`src/rtl/mips_cache_pkg.sv`:
```
// -----------------------------------------------------------------------------
// mips_cache_pkg
// Types and helpers shared by the instruction- and data-cache fill controllers.
//   fill_state_t    : IDLE / REQ / RESP states of a single-read fill FSM
//   WORD_BYTEENABLE : byte enables for a full 32-bit word access
//   word_align()    : clears the byte offset of a byte address
// -----------------------------------------------------------------------------
package mips_cache_pkg;

  typedef enum logic [1:0] {
    IDLE = 2'b00,
    REQ  = 2'b01,
    RESP = 2'b10
  } fill_state_t;

  localparam logic [3:0] WORD_BYTEENABLE = 4'b1111;

  // Masking keeps every address bit visibly consumed; bits [1:0] become zero.
  function automatic logic [31:0] word_align(input logic [31:0] addr);
    return addr & 32'hFFFF_FFFC;
  endfunction

endpackage

```
`src/rtl/mips_cache_ctrl_instr.sv`:
```
// -----------------------------------------------------------------------------
// mips_cache_ctrl_instr
// Miss-fill controller for the 4-way instruction cache. When the cache raises
// stall it issues one word-aligned 32-bit Avalon-MM read, then hands the word
// back to the cache on data_out with a one-cycle data_valid strobe. A read
// that sees waitrequest for TIMEOUT_CYCLES cycles is abandoned and the sticky
// bus_error flag is set.
//
// Ports
//   clk, rst          : clock (rising edge), asynchronous active-high reset
//   addr, stall       : CPU fetch byte address and cache miss indication
//   data_out          : fill word towards the cache's data_in
//   data_valid        : one-cycle strobe qualifying data_out
//   mem_address       : Avalon word-aligned byte address
//   mem_read          : Avalon read request
//   mem_byteenable    : always all four bytes
//   mem_waitrequest   : Avalon wait request
//   mem_readdata      : Avalon read data
//   bus_error         : sticky read-timeout flag, cleared only by rst
// -----------------------------------------------------------------------------
module mips_cache_ctrl_instr
  import mips_cache_pkg::*;
#(
  parameter int TIMEOUT_CYCLES = 255,
  parameter int TIMEOUT_BITS   = 8
) (
  input  logic        clk,
  input  logic        rst,
  input  logic [31:0] addr,
  input  logic        stall,
  output logic [31:0] data_out,
  output logic        data_valid,
  output logic [31:0] mem_address,
  output logic        mem_read,
  output logic [3:0]  mem_byteenable,
  input  logic        mem_waitrequest,
  input  logic [31:0] mem_readdata,
  output logic        bus_error
);

  // Counter value seen during the last permitted waitrequest cycle.
  localparam logic [TIMEOUT_BITS-1:0] CNT_LAST = TIMEOUT_BITS'(TIMEOUT_CYCLES - 1);

  fill_state_t             state_q, state_d;
  logic [31:0]             req_addr_q, req_addr_d;
  logic [31:0]             mem_address_q, mem_address_d;
  logic                    mem_read_q, mem_read_d;
  logic [31:0]             data_out_q, data_out_d;
  logic                    data_valid_q, data_valid_d;
  logic                    bus_error_q, bus_error_d;
  logic [TIMEOUT_BITS-1:0] cnt_q, cnt_d;

  // Next-state and registered-output logic of the fill FSM.
  always_comb begin
    state_d       = state_q;
    req_addr_d    = req_addr_q;
    mem_address_d = mem_address_q;
    mem_read_d    = mem_read_q;
    data_out_d    = data_out_q;
    data_valid_d  = 1'b0;
    bus_error_d   = bus_error_q;
    cnt_d         = cnt_q;

    case (state_q)
      IDLE: begin
        if (stall) begin
          req_addr_d    = word_align(addr);
          mem_address_d = word_align(addr);
          mem_read_d    = 1'b1;
          cnt_d         = '0;
          state_d       = REQ;
        end else begin
          state_d       = IDLE;
        end
      end

      REQ: begin
        if (!mem_waitrequest) begin
          data_out_d   = mem_readdata;
          mem_read_d   = 1'b0;
          // data_valid is a register, so the "is the word still wanted" check
          // is taken on the edge entering RESP; the strobe is then high for
          // the whole RESP cycle, the edge on which the cache writes the line.
          // A PC change during the fill leaves the strobe low and the word
          // is simply dropped.
          data_valid_d = stall && (word_align(addr) == req_addr_q);
          state_d      = RESP;
        end else if (cnt_q == CNT_LAST) begin
          mem_read_d   = 1'b0;
          bus_error_d  = 1'b1;
          state_d      = IDLE;
        end else begin
          // Only reached below CNT_LAST, so the counter cannot wrap.
          cnt_d        = cnt_q + TIMEOUT_BITS'(1);
        end
      end

      RESP: begin
        state_d = IDLE;
      end

      default: begin
        mem_read_d = 1'b0;
        state_d    = IDLE;
      end
    endcase
  end

  // State and output registers; reset drops any in-flight read at once.
  always_ff @(posedge clk or posedge rst) begin
    if (rst) begin
      state_q       <= IDLE;
      req_addr_q    <= 32'h0000_0000;
      mem_address_q <= 32'h0000_0000;
      mem_read_q    <= 1'b0;
      data_out_q    <= 32'h0000_0000;
      data_valid_q  <= 1'b0;
      bus_error_q   <= 1'b0;
      cnt_q         <= '0;
    end else begin
      state_q       <= state_d;
      req_addr_q    <= req_addr_d;
      mem_address_q <= mem_address_d;
      mem_read_q    <= mem_read_d;
      data_out_q    <= data_out_d;
      data_valid_q  <= data_valid_d;
      bus_error_q   <= bus_error_d;
      cnt_q         <= cnt_d;
    end
  end

  assign data_out       = data_out_q;
  assign data_valid     = data_valid_q;
  assign mem_address    = mem_address_q;
  assign mem_read       = mem_read_q;
  assign bus_error      = bus_error_q;
  assign mem_byteenable = WORD_BYTEENABLE;

endmodule

```
`config.mk`:
```
export PLATFORM = sky130hd
export DESIGN_NAME = mips_cache_ctrl_instr
export DESIGN_NICKNAME = d
export VERILOG_FILES = /design/src/rtl/mips_cache_pkg.sv /design/src/rtl/mips_cache_ctrl_instr.sv
export SDC_FILE = /design/constraint.sdc
export NUM_CORES = 1
export LEC_CHECK = 0
export CAP_MARGIN = 20
export CORE_UTILIZATION = 32
export CTS_CLUSTER_SIZE = 12
export DETAILED_ROUTE_END_ITERATION = 10
export HOLD_SLACK_MARGIN = 0.05
export PLACE_DENSITY = 0.65
export SLEW_MARGIN = 10
export SYNTH_ARGS = -nofsm -noshare
export SYNTH_HDL_FRONTEND = slang
export SYNTH_SLANG_ARGS = --single-unit
```
`constraint.sdc`:
```
create_clock -name clk -period 2.85 [get_ports clk]
set_input_delay 0.7125 -clock clk [delete_from_list [all_inputs] [get_ports clk]]
set_output_delay 0.7125 -clock clk [all_outputs]
set_load 0.05 [all_outputs]
```
# After elaboration in Yosys (flattened, before gate mapping)
# Cells that the tools add are included.
[word_totals]
wordCells = 40
reg_bits = 75
[classes]
eq_ne = 8
reduce_logical = 8
n_addsub = 1
n_bitwise = 2
n_mux = 14
[ops]
columns = ["cell", "count"]
rows = [
  ["$eq A30 B30 Y1", 1],
  ["$mux W8", 3],
  ["$pmux W8 S2", 1],
  ["$add A8 B1 Y8 const B", 1],
  ["$eq A8 B8 Y1 const B", 1],
  ["$mux W1", 6],
  ["$ne A2 B2 Y1 const B", 3],
  ["$reduce_and A3 Y1", 2],
  ["$mux W2", 2],
  ["$pmux W2 S2", 1],
  ["$reduce_and A2 Y1", 2],
  ["$reduce_and A4 Y1", 1],
  ["$ne A3 B3 Y1 const B", 1],
  ["$pmux W1 S3", 1],
  ["$eq A2 B1 Y1 const B", 1],
  ["$eq A2 B2 Y1 const B", 1],
  ["$logic_not A2 Y1", 1],
  ["$not A1 Y1", 2],
  ["$reduce_bool A2 Y1", 1],
  ["$logic_and A1 B1 Y1", 1],
]

# Depth between registers and ports, before layout
# Gate-level depths: netlist (run 1).
[logic_depth]
depth_word = 4
ltp_mapped = 6
depth_no_buf = 6

# Worst setup path after synthesis (run 1)
# OpenSTA, ideal clock, no wires.
[synth_timing]
path_type = "input to register"
from = "in stall"
to = "reg cnt_q[7]"
arrival_ns = 1.562
path_slack_ns = 1.210
n_path_buf = 0
stages = 4
path_cell_list = "mux2_4 > o211ai_4 > or4_1 > a21oi_1"
[synth_via]
elab_chain_len = 2
[synth_rtl]
columns = ["element", "line", "rtl"]
rows = [
  ["start, declared", "mips_cache_ctrl_instr.sv:30", "input logic stall,"],
  ["$ne A2 B2 Y1 (no line)", "-", ""],
  ["$reduce_and A4 Y1 (no line)", "-", ""],
  ["end signal, assigned", "mips_cache_ctrl_instr.sv:128", "cnt_q <= cnt_d;"],
  ["end, declared", "mips_cache_ctrl_instr.sv:51", "logic [TIMEOUT_BITS-1:0] cnt_q, cnt_d;"],
]
# No other way between the ends.
# A chain may end at the register's enable or synchronous reset.

# Final worst setup path (run 1)
[layout_timing]
from = "reg mem_address_q[16] (netlist: mem_address[16])"
to = "out mem_address[16]"
[layout_lines]
columns = ["element", "line", "rtl"]
rows = [
  ["start, declared", "mips_cache_ctrl_instr.sv:46", "logic [31:0] mem_address_q, mem_address_d;"],
  ["start signal, assigned", "mips_cache_ctrl_instr.sv:123", "mem_address_q <= mem_address_d;"],
  ["end, declared", "mips_cache_ctrl_instr.sv:33", "output logic [31:0] mem_address,"],
]
# No word-level cell between the ends.

==> results of run 1 <==
==> metrics by stage <==
stage | cells | area (sq um) | hold slack, ps | setup slack, ps
4_1_cts | 577 | 5020 | 511 | 535
2_1_floorplan | 307 | 3340 | 499 | 228
3_3_place_gp | 561 | 4800 | 466 | 530
6_report | 577 | 5020 | 494 | 560
3_5_place_dp | 561 | 4800 | 461 | 494
5_1_grt | 577 | 5020 | 516 | 498
==> power groups by stage <==
stage / Sequential [uW] / Clock, uW / Combinational, uW
after global routing: 1590 / 983 / 2280
after CTS: 1550 / 932 / 2200
final: 1550 / 900 / 2180
after floorplan: 2510 / 0 / 462
after detailed placement: 1570 / 0 / 2200
after global placement: 1560 / 0 / 2180
==> registers in the layout, indices dropped and copies added (netlist names) <==
name / count
data_out: 32
mem_address: 30
cnt_q: 8
state_q: 2
bus_error: 1
data_valid: 1
mem_read: 1
==> worst paths after layout <==
check | from | endpoint | slack, ps | depth (start not counted)
max in group asynchronous | rst | data_out[17] | 1540 | 3
setup / recovery | mem_address[16] | mem_address[16] | 560 | 1
min in group asynchronous | rst | mem_address[7] | 660 | 2
setup reg to reg | cnt_q[0] | cnt_q[7] | 1140 | 6
hold reg to reg | bus_error | bus_error | 490 | 1
hold / removal | bus_error | bus_error | 490 | 1
==> cells in the mapped netlist (2+ instances only) <==
master	count
nand2_1	96
dfrtp_1	75
mux2_2	32
xor2_1	27
buf_4	7
nor4_1	7
clkbuf_1	6
inv_1	6
a21oi_1	4
nand4_1	4
xnor2_1	4
nor2_1	3
o31ai_1	3
or4_1	3
buf_2	2
conb_1	2
ha_1	2
o21ai_0	2
or3_1	2
==> layout make-up <==
class / count / area, sq um
Clock buffer: 9 / 124
Clock inverter: 7 / 92.6
Fill cell: 924 / 4890
Inverter: 6 / 22.5
Multi-Input combinational cell: 211 / 1370
Sequential cell: 75 / 1880
Tap cell: 133 / 166
Timing Repair Buffer: 136 / 1370
==> per-layer routing <==
metal / vias to the layer above / wire length [microns]
li1: 1269 / -
met3: 7 / 396
met2: 65 / 4210
met1: 1274 / 3390
met5: - / 0
met4: 0 / 85
==> logic make-up after synthesis <==
group | Yosys count | share of synthesized area (%)
flip-flops | 75 | 56.4
other | 2 | 0.226
adder cells (fa/ha/maj) | 2 | 0.752
AND/OR/NAND/NOR | 123 | 16.2
multiplexers | 33 | 11.3
AO/OA/AOI/OAI | 16 | 3.80
buffers and inverters | 21 | 3.23
XOR/XNOR | 31 | 8.16
==> out/results.tsv, run 1 <==
stage	metric	value	unit
logic_synthesis	number of synthesized flops with an enable pin	0	
finish	layout net count	509	
power	switching pwr	2000	uW
timing	min cycle time layout	2290	ps
power	Pwr Density	923	nW/um^2
timing	# setup viols final	0	
power	overall power	4630	uW
worst_setup_path	slowest CP cell	clkdlybuf4s50_1	
cts	CTS buffer count	9	
cts	hold buffer count at cts	0	
routing	routed wire length	8.08	mm
logic_synthesis	Synth area leader	dfrtp_1	
floorplan	Die Ht	104	microns
global_route	antenna violations before repair	0	
timing	Max-slew headroom	64.4	%
floorplan	Die X-Extent	104	microns
timing	Final Slew Violations	0	
worst_setup_path	crit-path leading delay family	buffers and inverters	
timing	Hold Vio Cnt, Final	0	
timing	clk_skew	9.14	ps
routing	First-pass DRT Iterations	4	
finish	commonest non-fill, non-tap cells in the layout	clkdlybuf4s50_1, nand2_1, dfrtp_1	
logic_synthesis	#FFs+latches synth	75	
logic_synthesis	Yosys Warn Count	0	
cts	CTS H-tree depth	3	
routing	remaining antenna violation count after routing	0	
power	cell-internal power	2630	uW
place	DP Wirelength	5.86	mm
logic_synthesis	Post-synth top flop	dfrtp_1	
logic_synthesis	async set-reset flop share out of synthesis	100	%
power	Switching Fraction	43.2	%
routing	average wire per standard cell	14.0	microns
timing	RSZ-0062 raised after global routing	no	
floorplan	Core ar.	9910	sq um
global_route	met3 GRT Util	3.95	%
place	RD Place Congestion	0.717	
global_route	met2 Usage GRT	26.3	%
global_route	grt met1 use	18.2	%
global_route	vias in the first global route	2620	
floorplan	Ports	139	
worst_setup_path	crit path kind	register to primary output	
logic_synthesis	sequential fraction of the synthesis area	56.4	%
worst_setup_path	crit end category	primary output	
logic_synthesis	synth top area cells	dfrtp_1, mux2_2, nand2_1, xor2_1, buf_4	
min_path	min-delay worst type	register to register	
cts	CTS sink count	75	
timing	Final period util	80.4	%
cts	post-CTS sizing	0	
cts	Root Driver	clkbuf_8	
logic_synthesis	Mean Syn Cell Area	11.0	sq um
power	P_leak	0.00223	uW
global_route	first-pass GRT wire length	13.0	mm
finish	share of cells above drive strength 1	13.7	%
routing	Avg Vias per Cell	4.53	
worst_setup_path	CP arrival	1580	ps
finish	area grow syn2layout	50.8	%
power	combinational fraction of design power	47.0	%
power	Worst VDD drop	527	uV
timing	final setup TNS	0	ps
place	Port Buf Inserts	130	
worst_setup_path	cells along the critical path	clkdlybuf4s50_1	
global_route	Most Crowded Layer GR	met2	
worst_setup_path	crit path max fanout	3	
worst_setup_path	CP Launch Type	register	
floorplan	die area	10800	sq um
logic_synthesis	Synth cell types	35	
timing	Achievable Freq	0.437	GHz
finish	antenna diode count	0	
run	max-cap viol count	0	
cts	CTS tree	built	
logic_synthesis	Mapped Cells	303	
logic_synthesis	Cell Area, Synth	3330	sq um
logic_synthesis	top-area cell type share of the netlist area	56.4	%
cts	clk buf depth	2	
global_route	total gr overflow	0	
power	clock share of power	19.4	%
power	sequential group share of total power	33.5	%
worst_setup_path	Buf/Inv on CP	1	
run_status	status	finished clean	
cts	Post CTS Setup Buffer Count	0	
routing	Iter 0 DRT Violations	86	
floorplan	Initial Utilization	33.6	%
finish	most common cell after layout, fill and taps aside	clkdlybuf4s50_1	
global_route	Total GRT Usage	15.2	%
routing	DRC	0	
timing	worst slew pin tran	529	ps
floorplan	# rows	36	
cts	Worst-path clk slew	80	ps
cts	worst skew pair latency	340	ps
finish	final core utilization	50.6	%
worst_setup_path	Required @ worst endpoint	2140	ps
worst_setup_path	crit-path max cell delay	830	ps
routing	routed vias	2615	
global_route	largest net degree at the start of global routing	61	
Note: power is estimated with default switching activity, not from simulation.
==> run 2, diff against run 1 <==
Clock period 2.85 ns to 2.3 ns, I/O delays scaled along.
==> run 2 against run 1 <==
  * Total power increased by 23%
  * Combinational power increased by 24%
  * Die area unchanged
  * Register-to-register slack got worse by 570 ps
  * Clock power increased by 16%
  * Flip-flop and latch count unchanged
  * Highest routed layer unchanged
==> out/results.tsv, run 2 (same netlist as run 1, synthesis figures left out) <==
stage	metric	value	unit	change
run_status	status	finished clean		
cts	Root Driver	clkbuf_8		
global_route	largest net degree at the start of global routing	50		-18%
finish	most common cell after layout, fill and taps aside	clkdlybuf4s50_1		
power	Pwr Density	1130	nW/um^2	+22%
worst_setup_path	CP Launch Type	register		
finish	Fill cells	920		-0.43%
worst_setup_path	crit path kind	register to primary output		
worst_setup_path	Required @ worst endpoint	1730	ps	-410 ps
worst_setup_path	R2R Path Start	cnt_q[0]		
cts	clk buf depth	2		unchanged
cts	worst skew pair latency	350	ps	about the same
worst_setup_path	Buf/Inv on CP	1		unchanged
min_path	Hold Path Origin	bus_error		
floorplan	Initial Utilization	33.6	%	unchanged
global_route	total gr overflow	0		unchanged
power	combinational fraction of design power	47.8	%	+0.8 points
timing	worst slew pin tran	546	ps	+17.3 ps
routing	First-pass DRT Iterations	5		+1
cts	Post CTS Setup Buffer Count	0		unchanged
timing	Final period util	94.8	%	
power	cell-internal power	3180	uW	+21%
global_route	first-pass GRT wire length	13.2	mm	+1.5%
finish	Multi-input gate area	1370	sq um	unchanged
cts	CTS tree	built		
global_route	vias in the first global route	2673		+2.0%
worst_setup_path	crit path max fanout	3		unchanged
cts	CTS H-tree depth	3		unchanged
power	switching pwr	2500	uW	+25%
routing	remaining antenna violation count after routing	0		unchanged
cts	hold buffer count at cts	0		unchanged
finish	share of cells above drive strength 1	14.3	%	+0.58 points
place	Cell Area, Placed	4840	sq um	+0.81%
timing	clk_skew	15.1	ps	+5.92 ps
place	pre-CTS setup slack	132	ps	-362 ps
worst_setup_path	cells along the critical path	clkdlybuf4s50_1		
worst_setup_path	Critical R2R Capture	cnt_q[7]		
routing	average wire per standard cell	14.0	microns	-0.22%
floorplan	die area	10800	sq um	unchanged
timing	Hold Vio Cnt, Final	0		unchanged
finish	antenna diode count	0		unchanged
floorplan	Die X-Extent	104	microns	unchanged
routing	routed vias	2646		+1.2%
finish	post-layout instance area	5050	sq um	+0.55%
timing	Final WS setup	120	ps	-440 ps
power	P_leak	0.00224	uW	+0.41%
worst_setup_path	crit end category	primary output		
power	sequential group share of total power	33.9	%	+0.4 points
place	DP Wirelength	5.96	mm	+1.6%
timing	RSZ-0062 raised after global routing	no		
power	Worst VDD drop	554	uV	+5.2%
min_path	worst hold path depth	1		unchanged
cts	post-CTS sizing	0		unchanged
worst_setup_path	crit-path max cell delay	840	ps	about the same
worst_setup_path	slowest CP cell	clkdlybuf4s50_1		
place	RD Place Congestion	0.721		+0.47%
routing	Iter 0 DRT Violations	71		-17%
timing	min cycle time layout	2180	ps	
floorplan	Core ar.	9910	sq um	unchanged
min_path	min-delay worst type	register to register		
timing	Max-slew headroom	63.5	%	-0.94 points
floorplan	# rows	36		unchanged
cts	CTS sink count	75		unchanged
cts	CTS buffer count	9		unchanged
floorplan	Die Ht	104	microns	unchanged
finish	FF/Latch Area	1880	sq um	unchanged
timing	worst hold slack	476	ps	-17.8 ps
power	Switching Fraction	44.1	%	+0.87 points
min_path	hold endpoint	bus_error		
routing	routed wire length	8.11	mm	+0.30%
routing	Avg Vias per Cell	4.56		+0.66%
timing	# setup viols final	0		unchanged
routing	DRC	0		unchanged
timing	final setup TNS	0	ps	unchanged
global_route	antenna violations before repair	0		unchanged
worst_setup_path	R2R Setup Slk	570	ps	-570 ps
finish	max reg flops	32		unchanged
place	Port Buf Inserts	130		unchanged
finish	commonest non-fill, non-tap cells in the layout	clkdlybuf4s50_1, nand2_1, dfrtp_1		
run	max-cap viol count	0		unchanged
finish	layout net count	512		+0.59%
finish	area grow syn2layout	51.6	%	
global_route	Total GRT Usage	15.4	%	+0.20 points
timing	Final Slew Violations	0		unchanged
worst_setup_path	Worst R2R Path Depth	6		unchanged
floorplan	Ports	139		unchanged
worst_setup_path	CP arrival	1610	ps	+30 ps
power	clock share of power	18.4	%	-1.0 points
worst_setup_path	crit-path leading delay family	buffers and inverters		
timing	Achievable Freq	0.459	GHz	
cts	Worst-path clk slew	90	ps	about the same
run 2: cell type report:
cell class | count | share of cell area, %
inverters | 6 | 0.521
clock buffers | 9 | 2.45
clock inverters | 7 | 1.61
multi-input cells | 211 | 27.1
flip-flops and latches | 75 | 37.2
repair buffers | 139 | 27.9
well taps | 133 | 3.30
run 2: worst max-delay path by stage:
stage                     from               to  slack, ps  cells past startpoint
2_1_floorplan         cnt_q[0]         cnt_q[7]        740                      6
3_3_place_gp          addr[15]       data_valid        160                      5
3_5_place_dp           addr[4]       data_valid        130                      5
4_1_cts        mem_address[31]  mem_address[31]         80                      1
5_1_grt        mem_address[31]  mem_address[31]         60                      1
6_report       mem_address[31]  mem_address[31]        120                      1
run 2: routing by layer:
metal / part of all wire [%] / routed length, microns / GRT usage, %
met5: 0 / 0 / 0
met2: 51 / 4160 / 26.4
met4: 1.7 / 141 / 6.12
met1: 42 / 3410 / 18.0
met3: 4.9 / 395 / 4.57
run 2: metrics by stage:
step	power [uW]	util, %	std cells
final	5680	50.9	580
after global routing	5950	50.9	580
after CTS	5760	50.9	580
after detailed placement	4680	48.9	564
after global placement	4640	48.9	564
after floorplan	3680	-	307
run 2: power groups by stage:
stage          combinational, uW  sequential, uW  clock [uW]
4_1_cts                     2740            1930        1090
3_3_place_gp                2710            1930           0
6_report                    2710            1920        1040
3_5_place_dp                2730            1950           0
2_1_floorplan                572            3110           0
5_1_grt                     2840            1970        1140
